File: src/rtl/response_frame_queue.sv
// Response frame queue: buffers (code, data) responses from the command decoder and
// streams each one to the UART TX as [code, data bytes MSB first, optional XOR checksum].
//
// state | meaning
// IDLE  | no frame in flight; pops the FIFO head when one is available
// CODE  | presenting the response code byte
// DATA  | presenting data bytes, MSB first
// CSUM  | presenting the XOR checksum byte
module response_frame_queue #(
   parameter int DATA_WIDTH  = 16,
   parameter int DEPTH       = 4,
   parameter bit CHECKSUM_EN = 1'b1
) (
   input  logic                  clock_i,
   input  logic                  reset_i,
   input  logic                  push_i,
   input  logic [7:0]            response_code_i,
   input  logic [DATA_WIDTH-1:0] response_data_i,
   output logic                  full_o,
   output logic                  empty_o,
   output logic                  overflow_o,
   input  logic                  tx_ready_i,
   output logic                  tx_valid_o,
   output logic [7:0]            tx_byte_o,
   output logic                  busy_o,
   output logic [1:0]            debug_state_o
);

   localparam int AW  = (DEPTH > 1) ? $clog2(DEPTH) : 1;
   localparam int CW  = $clog2(DEPTH) + 1;
   localparam int NB  = DATA_WIDTH / 8;
   localparam int BCW = (NB > 1) ? $clog2(NB) : 1;

   localparam logic [1:0] ST_IDLE = 2'd0;
   localparam logic [1:0] ST_CODE = 2'd1;
   localparam logic [1:0] ST_DATA = 2'd2;
   localparam logic [1:0] ST_CSUM = 2'd3;

   logic [7:0]            code_mem_q [DEPTH];
   logic [DATA_WIDTH-1:0] data_mem_q [DEPTH];

   logic [AW-1:0]         wr_ptr_q, wr_ptr_d;
   logic [AW-1:0]         rd_ptr_q, rd_ptr_d;
   logic [CW-1:0]         count_q, count_d;
   logic                  overflow_q, overflow_d;

   logic [1:0]            state_q, state_d;
   logic                  tx_valid_q, tx_valid_d;
   logic [7:0]            tx_byte_q, tx_byte_d;
   logic [DATA_WIDTH-1:0] frame_data_q, frame_data_d;
   logic [7:0]            csum_q, csum_d;
   logic [BCW-1:0]        byte_cnt_q, byte_cnt_d;

   logic                  pop;
   logic                  push_ok;
   logic                  handshake;

   function automatic logic [7:0] frame_xor(input logic [7:0]            code,
                                            input logic [DATA_WIDTH-1:0] data);
      logic [7:0] acc;
      acc = code;
      for (int i = 0; i < NB; i++) begin
         acc = acc ^ data[8*i +: 8];
      end
      return acc;
   endfunction

   assign full_o    = (count_q == CW'(DEPTH));
   assign empty_o   = (count_q == '0);
   assign handshake = tx_valid_q && tx_ready_i;

   // A full FIFO still accepts a push when the head leaves in the same cycle.
   assign push_ok   = push_i && (!full_o || pop);

   always_comb begin
      wr_ptr_d   = wr_ptr_q;
      rd_ptr_d   = rd_ptr_q;
      count_d    = count_q;
      overflow_d = overflow_q;
      if (push_ok) begin
         wr_ptr_d = wr_ptr_q + AW'(1);
      end else if (push_i) begin
         overflow_d = 1'b1;
      end
      if (pop) begin
         rd_ptr_d = rd_ptr_q + AW'(1);
      end
      case ({push_ok, pop})
         2'b10:   count_d = count_q + CW'(1);
         2'b01:   count_d = count_q - CW'(1);
         default: count_d = count_q;
      endcase
   end

   always_ff @(posedge clock_i) begin
      if (reset_i && push_ok) begin
         code_mem_q[wr_ptr_q] <= response_code_i;
         data_mem_q[wr_ptr_q] <= response_data_i;
      end
   end

   // The frame is copied out of the FIFO on pop, so later pushes cannot disturb it.
   always_comb begin
      state_d      = state_q;
      tx_valid_d   = tx_valid_q;
      tx_byte_d    = tx_byte_q;
      frame_data_d = frame_data_q;
      csum_d       = csum_q;
      byte_cnt_d   = byte_cnt_q;
      pop          = 1'b0;
      case (state_q)
         ST_IDLE: begin
            if (!empty_o) begin
               pop          = 1'b1;
               state_d      = ST_CODE;
               tx_valid_d   = 1'b1;
               tx_byte_d    = code_mem_q[rd_ptr_q];
               frame_data_d = data_mem_q[rd_ptr_q];
               csum_d       = frame_xor(code_mem_q[rd_ptr_q], data_mem_q[rd_ptr_q]);
            end
         end
         ST_CODE: begin
            if (handshake) begin
               state_d      = ST_DATA;
               tx_byte_d    = frame_data_q[DATA_WIDTH-1 -: 8];
               frame_data_d = frame_data_q << 8;
               byte_cnt_d   = BCW'(NB - 1);
            end
         end
         ST_DATA: begin
            if (handshake) begin
               // byte_cnt_q counts data bytes still to follow the one on the bus
               if (byte_cnt_q == '0) begin
                  if (CHECKSUM_EN) begin
                     state_d   = ST_CSUM;
                     tx_byte_d = csum_q;
                  end else begin
                     state_d    = ST_IDLE;
                     tx_valid_d = 1'b0;
                  end
               end else begin
                  tx_byte_d    = frame_data_q[DATA_WIDTH-1 -: 8];
                  frame_data_d = frame_data_q << 8;
                  byte_cnt_d   = byte_cnt_q - BCW'(1);
               end
            end
         end
         ST_CSUM: begin
            if (handshake) begin
               state_d    = ST_IDLE;
               tx_valid_d = 1'b0;
            end
         end
         default: begin
            state_d    = ST_IDLE;
            tx_valid_d = 1'b0;
         end
      endcase
   end

   always_ff @(posedge clock_i) begin
      if (!reset_i) begin
         wr_ptr_q     <= '0;
         rd_ptr_q     <= '0;
         count_q      <= '0;
         overflow_q   <= 1'b0;
         state_q      <= ST_IDLE;
         tx_valid_q   <= 1'b0;
         tx_byte_q    <= 8'h00;
         frame_data_q <= '0;
         csum_q       <= 8'h00;
         byte_cnt_q   <= '0;
      end else begin
         wr_ptr_q     <= wr_ptr_d;
         rd_ptr_q     <= rd_ptr_d;
         count_q      <= count_d;
         overflow_q   <= overflow_d;
         state_q      <= state_d;
         tx_valid_q   <= tx_valid_d;
         tx_byte_q    <= tx_byte_d;
         frame_data_q <= frame_data_d;
         csum_q       <= csum_d;
         byte_cnt_q   <= byte_cnt_d;
      end
   end

   assign overflow_o    = overflow_q;
   assign tx_valid_o    = tx_valid_q;
   assign tx_byte_o     = tx_byte_q;
   assign busy_o        = (state_q != ST_IDLE);
   assign debug_state_o = state_q;

endmodule

File: config.mk
export PLATFORM = sky130hd
export DESIGN_NAME = response_frame_queue
export DESIGN_NICKNAME = d
export VERILOG_FILES = /design/src/rtl/response_frame_queue.sv
export SDC_FILE = /design/constraint.sdc
export NUM_CORES = 1
export LEC_CHECK = 0
export BUFFER_PORTS_ARGS = -buffer_cell sky130_fd_sc_hd__buf_4
export CORE_UTILIZATION = 40
export DETAILED_ROUTE_END_ITERATION = 16
export GPL_ROUTABILITY_DRIVEN = 0
export GPL_TIMING_DRIVEN = 0
export HOLD_SLACK_MARGIN = 0.08
export MAX_ROUTING_LAYER = met4
export SLEW_MARGIN = 20
export SYNTH_ARGS = -nofsm -noshare
export SYNTH_HDL_FRONTEND = slang
export SYNTH_SLANG_ARGS = --single-unit
export TNS_END_PERCENT = 30
File: constraint.sdc
create_clock -name clock_i -period 2.95 [get_ports clock_i]
set_clock_uncertainty 0.15 [all_clocks]
set_input_delay 0.1475 -clock clock_i [delete_from_list [all_inputs] [get_ports clock_i]]
set_output_delay 0.1475 -clock clock_i [all_outputs]
set_load 0.01 [all_outputs]
==> results of run 1 <==
## layout make-up
cell class / instances / share of cell area, %
Buffer: 25 / 2.05
Clock buffer: 20 / 5.96
Clock inverter: 11 / 1.97
Inverter: 11 / 0.564
Multi-Input combinational cell: 214 / 26.3
Sequential cell: 142 / 52.0
Tap cell: 184 / 3.14
Timing Repair Buffer: 69 / 8.00
## worst max path at each step
| stage | start | endpoint | cells after the start |
|---|---|---|---|
| finish | debug_state_o[0]$_SDFFE_PN0P_ | count_q[2]$_SDFFE_PN0P_ | 11 |
| floorplan | debug_state_o[0]$_SDFFE_PN0P_ | count_q[2]$_SDFFE_PN0P_ | 11 |
| detailed placement | debug_state_o[0]$_SDFFE_PN0P_ | count_q[2]$_SDFFE_PN0P_ | 11 |
| CTS | debug_state_o[0]$_SDFFE_PN0P_ | count_q[2]$_SDFFE_PN0P_ | 10 |
| global placement | debug_state_o[0]$_SDFFE_PN0P_ | count_q[2]$_SDFFE_PN0P_ | 11 |
| global route | debug_state_o[0]$_SDFFE_PN0P_ | count_q[2]$_SDFFE_PN0P_ | 11 |
## cells in the mapped netlist, types with 2 or more instances
cell / n / area [µm²]
edfxtp_1: 96 / 2880
or3_1: 2 / 12.5
xnor2_1: 10 / 87.6
xor2_1: 3 / 26.3
nand3b_1: 16 / 120
buf_4: 3 / 22.5
ha_1: 10 / 125
mux2i_1: 11 / 110
o21ai_0: 8 / 40.0
a211oi_1: 10 / 75.1
buf_2: 6 / 30.0
and3_1: 5 / 31.3
buf_1: 3 / 11.3
nor2_1: 30 / 113
nor2b_1: 2 / 12.5
clkbuf_1: 10 / 37.5
mux4_1: 13 / 342
nand4_1: 8 / 50.1
o221ai_1: 8 / 70.1
dfxtp_1: 46 / 921
mux4_2: 11 / 248
a22oi_1: 9 / 67.6
a211o_1: 8 / 70.1
a21oi_1: 19 / 95.1
nand2_1: 18 / 67.6
inv_1: 10 / 37.5
buf_6: 4 / 45.0
nor3_1: 2 / 10.0
## worst min-delay path, delay by kind of cell (launching register included)
family           cells  cell delay [ps]
AND/OR/NAND/NOR      1               50
AO/OA/AOI/OAI        1               50
flip-flops           1              310
## cell families after synthesis
| group | count (synthesis) | share of synthesized area, % |
|---|---|---|
| multiplexers | 35 | 11.8 |
| buffers and inverters | 38 | 3.31 |
| XOR/XNOR | 13 | 1.93 |
| AND/OR/NAND/NOR | 87 | 8.09 |
| flip-flops | 142 | 64.4 |
| AO/OA/AOI/OAI | 68 | 7.97 |
| adder cells (fa/ha/maj) | 11 | 2.46 |
## registers in the layout, indices dropped and copies added, names as in the netlist, named ones only
name and count:
debug_state_o 2, tx_valid_o 1, overflow_o 1, csum_q 8, frame_data_q 16, wr_ptr_q 2, rd_ptr_q 2, tx_byte_o 8
code_mem_q 32, count_q 3, byte_cnt_q 1, data_mem_q 64
## timing repair
| action | in CTS | in global routing |
|---|---|---|
| hold buffers | 27 | 0 |
| setup endpoints to repair | 2 | 1 |
| endpoints found under the hold margin | 106 | 0 |
| pin swaps | 0 | 1 |
| gates resized for setup | 3 | 5 |
## report_power, final
group	switching, µW	internal (µW)
Combinational	1520	1150
Sequential	175	2440
Clock	789	1320
## per-stage QoR
stage,util [%],power [µW],worst slack [ps],setup TNS [ps]
2_1_floorplan,-,4470,181,0
6_report,50.6,7390,198,0
3_3_place_gp,44.6,5180,-286,-340
4_1_cts,50.5,7390,13.0,0
3_5_place_dp,44.6,5240,-396,-554
5_1_grt,50.6,7780,11.1,0
## metal layers
| layer | global-route usage (%) | wire, µm | up-vias |
|---|---|---|---|
| met2 | 28.4 | 5960 | 113 |
| met5 | - | 0 | - |
| li1 | - | - | 1693 |
| met4 | 7.76 | 253 | 0 |
| met3 | 6.04 | 686 | 17 |
| met1 | 22.8 | 5730 | 1776 |
## cells in the final DEF (no fill, tap or decap), types with 2 or more instances in the layout
master / count
a211o_1: 8
a211oi_1: 10
a21oi_1: 19
a22oi_1: 9
and3_2: 4
buf_1: 3
buf_2: 6
buf_4: 45
buf_6: 4
bufinv_16: 3
clkbuf_1: 10
clkbuf_16: 17
clkbuf_4: 2
clkinv_2: 2
clkinv_4: 2
clkinvlp_4: 3
dfxtp_1: 44
dfxtp_2: 2
dlygate4sd3_1: 27
edfxtp_1: 96
ha_1: 10
inv_1: 10
mux2i_1: 11
mux4_1: 13
mux4_2: 11
nand2_1: 18
nand3b_1: 16
nand4_1: 8
nor2_1: 30
nor2b_1: 2
nor3_1: 2
o21ai_0: 8
o221ai_1: 8
or3_1: 2
xnor2_1: 10
xor2_1: 3
==> results.json, run 1 <==
{
  "clk_latency_ps": 420,
  "layout_min_cycle_time_ps": 2750,
  "cts_setup_buffers": 0,
  "dr.pass1.iters": 4,
  "io_pins": 43,
  "cp-end-kind": "flip-flop",
  "die_height_um": 124,
  "ir_worst_vdd_mv": 0.435,
  "ys_async_sr_fraction_pct": 0,
  "grt_pass1_wl_mm": 19.5,
  "synth.distinct_cells": 41,
  "path_clk_slew_ps": 60,
  "max_freq_mhz": 363,
  "critPathBufInv": 3,
  "placed_area_um2": 6460,
  "crit_path_frequent_cell": "inv_1",
  "grt_usage_pct": 18.7,
  "reg2reg_slack_ps": 200,
  "finalHoldViolations": 0,
  "setup_violations": 0,
  "ant_nets": 0,
  "dp_hpwl_mm": 7.84,
  "fillers": 1237,
  "drive_gt1_share_pct": 21.7,
  "nets": 519,
  "critPathTopFamily": "adder cells",
  "antennaDiodeCount": 0,
  "cts_buffers": 17,
  "root_buffer": "clkbuf_16",
  "cp.arrival_ps": 2950,
  "multi_input_area_um2": 1930,
  "ys_ff_latch": 142,
  "wl_per_cell_um": 18.7,
  "hp-class": "reg -> reg",
  "synth_flop_cell": "edfxtp_1",
  "maxCapViolations": 0,
  "grt_pass1_vias": 3666,
  "num_vias": 3599,
  "timing.rr.end": "count_q[2]$_SDFFE_PN0P_",
  "drtIter0Drc": 174,
  "fp.dieArea_um2": 15300,
  "synth_edf_count": 96,
  "seqCellArea_um2": 3810,
  "htreeDepth": 4,
  "slew_headroom_pct": 50.7,
  "synth_area_um2": 5910,
  "syn_avg_cell_area_um2": 15.0,
  "start_util_pct": 40.8,
  "rows": 44,
  "cp_max_fo": 7,
  "grt_overflow": 0,
  "portBuffers": 42,
  "clock_sinks": 142,
  "antenna_found_initial": 0,
  "ys_seq_area_share_pct": 64.4,
  "drt-total-wl_mm": 12.6,
  "r2r_start": "debug_state_o[0]$_SDFFE_PN0P_",
  "min_period_over_period_pct": 93.3,
  "syn_nets": 433,
  "critPathKind": "reg -> reg",
  "hp-start": "tx_byte_o[7]$_SDFFE_PN0P_",
  "areaGrowthSynthToFinish_pct": 24.0,
  "viasPerCell": 5.32,
  "status": "finished, final reports clean",
  "core_um2": 14500,
  "critPathRequiredTime_ps": 3150,
  "crit_chain": "inv_1 -> ha_1 -> nor4b_2 -> nor2b_1 -> inv_1 -> ha_1 -> inv_1 -> fa_1 -> xor2_1 -> or3_1 -> a21oi_1",
  "clock_path_buffers": 2,
  "worstSetupStartpointType": "flip-flop",
  "tightest_slew_ps": 720,
  "cts_tree": "built",
  "synth_cells": 394,
  "finalInstanceArea_um2": 7320,
  "power_density_nw_per_um2": 1010,
  "yosys_warnings": 0,
  "fp.dieW_um": 124,
  "hold_depth": 2,
  "dp_cells": 620,
  "instances_no_fill": 676,
  "hold_path_end": "tx_byte_o[7]$_SDFFE_PN0P_",
  "cp_slowest_cell": "dfxtp_2",
  "slew_violations": 0,
  "holdWs_ps": 306,
  "power_leakage_uw": 0.00258,
  "grt_setup_unrepaired": "false",
  "grt_max_degree": 25,
  "reg2regPathDepth": 11,
  "critPathMaxStageDelay_ps": 370,
  "route.detailed.drc": 0
}
Note: power is estimated with default switching activity, not from simulation.
==> run 2, diff against run 1 <==
Settings changed: REMOVE_ABC_BUFFERS set to 1.
==> run 2 against run 1 <==
  * Worst setup slack improved by 23 ps
  * Register-to-register slack improved by 20 ps
  * Final area is 2.0% lower
  * Total power is 5.4% lower
  * Highest routed layer unchanged
==> results.json, run 2 (synthesized netlist as in run 1, its figures left out) <==
{
  "route.detailed.drc": 0,
  "cts_buffers": 17,
  "power_uw": 6990,
  "reg_top3": "data_mem_q x64, code_mem_q x32, frame_data_q x16",
  "grt_max_degree": 38,
  "tightest_slew_ps": 918,
  "clk_latency_ps": 410,
  "cts_setup_buffers": 0,
  "layout_min_cycle_time_ps": 2730,
  "portBuffers": 42,
  "largest_reg_flops": 64,
  "areaGrowthSynthToFinish_pct": 21.4,
  "clock_sinks": 142,
  "path_clk_slew_ps": 60,
  "reg2regPathDepth": 11,
  "critPathKind": "reg -> reg",
  "slew_violations": 0,
  "wl_per_cell_um": 17.9,
  "grt_overflow": 0,
  "rows": 44,
  "layout_common_cells": "96 x edfxtp_1, 44 x dfxtp_1, 43 x buf_4, 30 x nor2_1, 27 x dlygate4sd3_1",
  "slew_headroom_pct": 38.8,
  "htreeDepth": 4,
  "io_pins": 43,
  "largest_register": "data_mem_q",
  "cp-end-kind": "flip-flop",
  "finalHoldViolations": 0,
  "ir_worst_vdd_mv": 0.460,
  "holdWs_ps": 304,
  "fp.dieArea_um2": 15300,
  "reg2reg_slack_ps": 220,
  "met2_usage_pct": 27.7,
  "placed_area_um2": 6360,
  "final_common_cell": "edfxtp_1",
  "clock_path_buffers": 2,
  "status": "finished, final reports clean",
  "crit_chain": "inv_1 -> ha_2 -> nor4b_2 -> nor2b_1 -> inv_1 -> ha_1 -> inv_1 -> fa_1 -> xor2_1 -> or3_1 -> a21oi_1",
  "drtIter0Drc": 191,
  "cts_tree": "built",
  "cp_slowest_cell": "dfxtp_1",
  "power_density_nw_per_um2": 974,
  "timing.rr.end": "count_q[2]$_SDFFE_PN0P_",
  "start_util_pct": 40.8,
  "cp-endpoint": "count_q[2]$_SDFFE_PN0P_",
  "grt_pass1_vias": 3446,
  "use_met1_pct": 20.8,
  "antennaDiodeCount": 0,
  "setup_violations": 0,
  "fp.dieW_um": 124,
  "r2r_start": "debug_state_o[0]$_SDFFE_PN0P_",
  "dr.pass1.iters": 4,
  "num_vias": 3493,
  "grt_pass1_wl_mm": 18.4,
  "finalInstanceArea_um2": 7170,
  "root_buffer": "clkbuf_16",
  "max_freq_mhz": 366,
  "nets": 497,
  "min_period_over_period_pct": 92.5,
  "drive_gt1_share_pct": 20.2,
  "hp-class": "reg -> reg",
  "drt-total-wl_mm": 11.7,
  "core_um2": 14500,
  "use_met3_pct": 5.21,
  "cp_max_fo": 7,
  "crit_start": "debug_state_o[0]$_SDFFE_PN0P_",
  "crit_path_frequent_cell": "inv_1",
  "critPathRequiredTime_ps": 3140,
  "antenna_found_initial": 0,
  "cp.arrival_ps": 2920,
  "viasPerCell": 5.33,
  "worstSetupStartpointType": "flip-flop",
  "final_util_pct": 49.5,
  "grt_busiest_layer": "met2",
  "ant_nets": 0,
  "critPathMaxStageDelay_ps": 400,
  "maxCapViolations": 0,
  "grt_usage_pct": 17.1,
  "power_leakage_uw": 0.00250,
  "die_height_um": 124,
  "dp_hpwl_mm": 6.74
}
run 2: cell types whose count changed in the layout (fill, tap and decap cells not counted), sizes merged:
cell	delta
bufinv	-2
clkinvlp	-1
clkbuf	-5
buf	-13
run 2: final cells by class:
cell class              count  area, µm²
clock inverters             8       68.8
clock buffers              24        462
fillers                  1247       7310
inverters                  11       41.3
multi-input cells         214       1930
repair buffers             72        632
flip-flops and latches    142       3810
well taps                 184        230
run 2: worst min path at each step:
stage	slack, ps	depth (start not counted)	endpoint	from
2_1_floorplan	100	0	code_mem_q[0][0]$_DFFE_PP_	response_code_i[0]
3_3_place_gp	200	1	data_mem_q[3][5]$_DFFE_PP_	response_data_i[5]
3_5_place_dp	200	1	data_mem_q[1][5]$_DFFE_PP_	response_data_i[5]
4_1_cts	310	2	tx_byte_o[4]$_SDFFE_PN0P_	tx_byte_o[4]$_SDFFE_PN0P_
5_1_grt	310	2	data_mem_q[0][2]$_DFFE_PP_	response_data_i[2]
6_report	300	2	tx_byte_o[4]$_SDFFE_PN0P_	tx_byte_o[4]$_SDFFE_PN0P_
run 2: layer usage:
metal / routed length (µm) / vias up
li1: - / 1651
met3: 500 / 10
met1: 5260 / 1753
met5: 0 / -
met2: 5820 / 79
met4: 108 / 0
run 2: repair_timing:
action	CTS	global route
gates resized for setup	1	2
pin swaps	0	0
hold buffers	27	0
setup endpoints to repair	2	1
endpoints found under the hold margin	103	0
gates cloned	0	0
run 2: stage by stage:
stage | TNS (ps) | instances | setup WS, ps
after global routing | -23.5 | 655 | -23.5
after CTS | 0 | 655 | 106
final | 0 | 655 | 221
after global placement | -10290 | 593 | -198
after detailed placement | -216 | 596 | -216
after floorplan | 0 | 367 | 178
run 2: worst max-delay path: cells and delay by family (launching register included):
family          cells  cell delay (ps)
compound gates      1              130
xor+xnor            1              160
fa+ha+maj           3              780
buf+inv             3              260
flops               1              400
simple gates        3              770
run 2: power by group:
part	internal, µW	switching (µW)	leakage, µW	total [µW]
sequential	2440	247	0.00125	2690
combinational	1040	1310	0.000990	2360
clock	1170	772	0.000255	1940
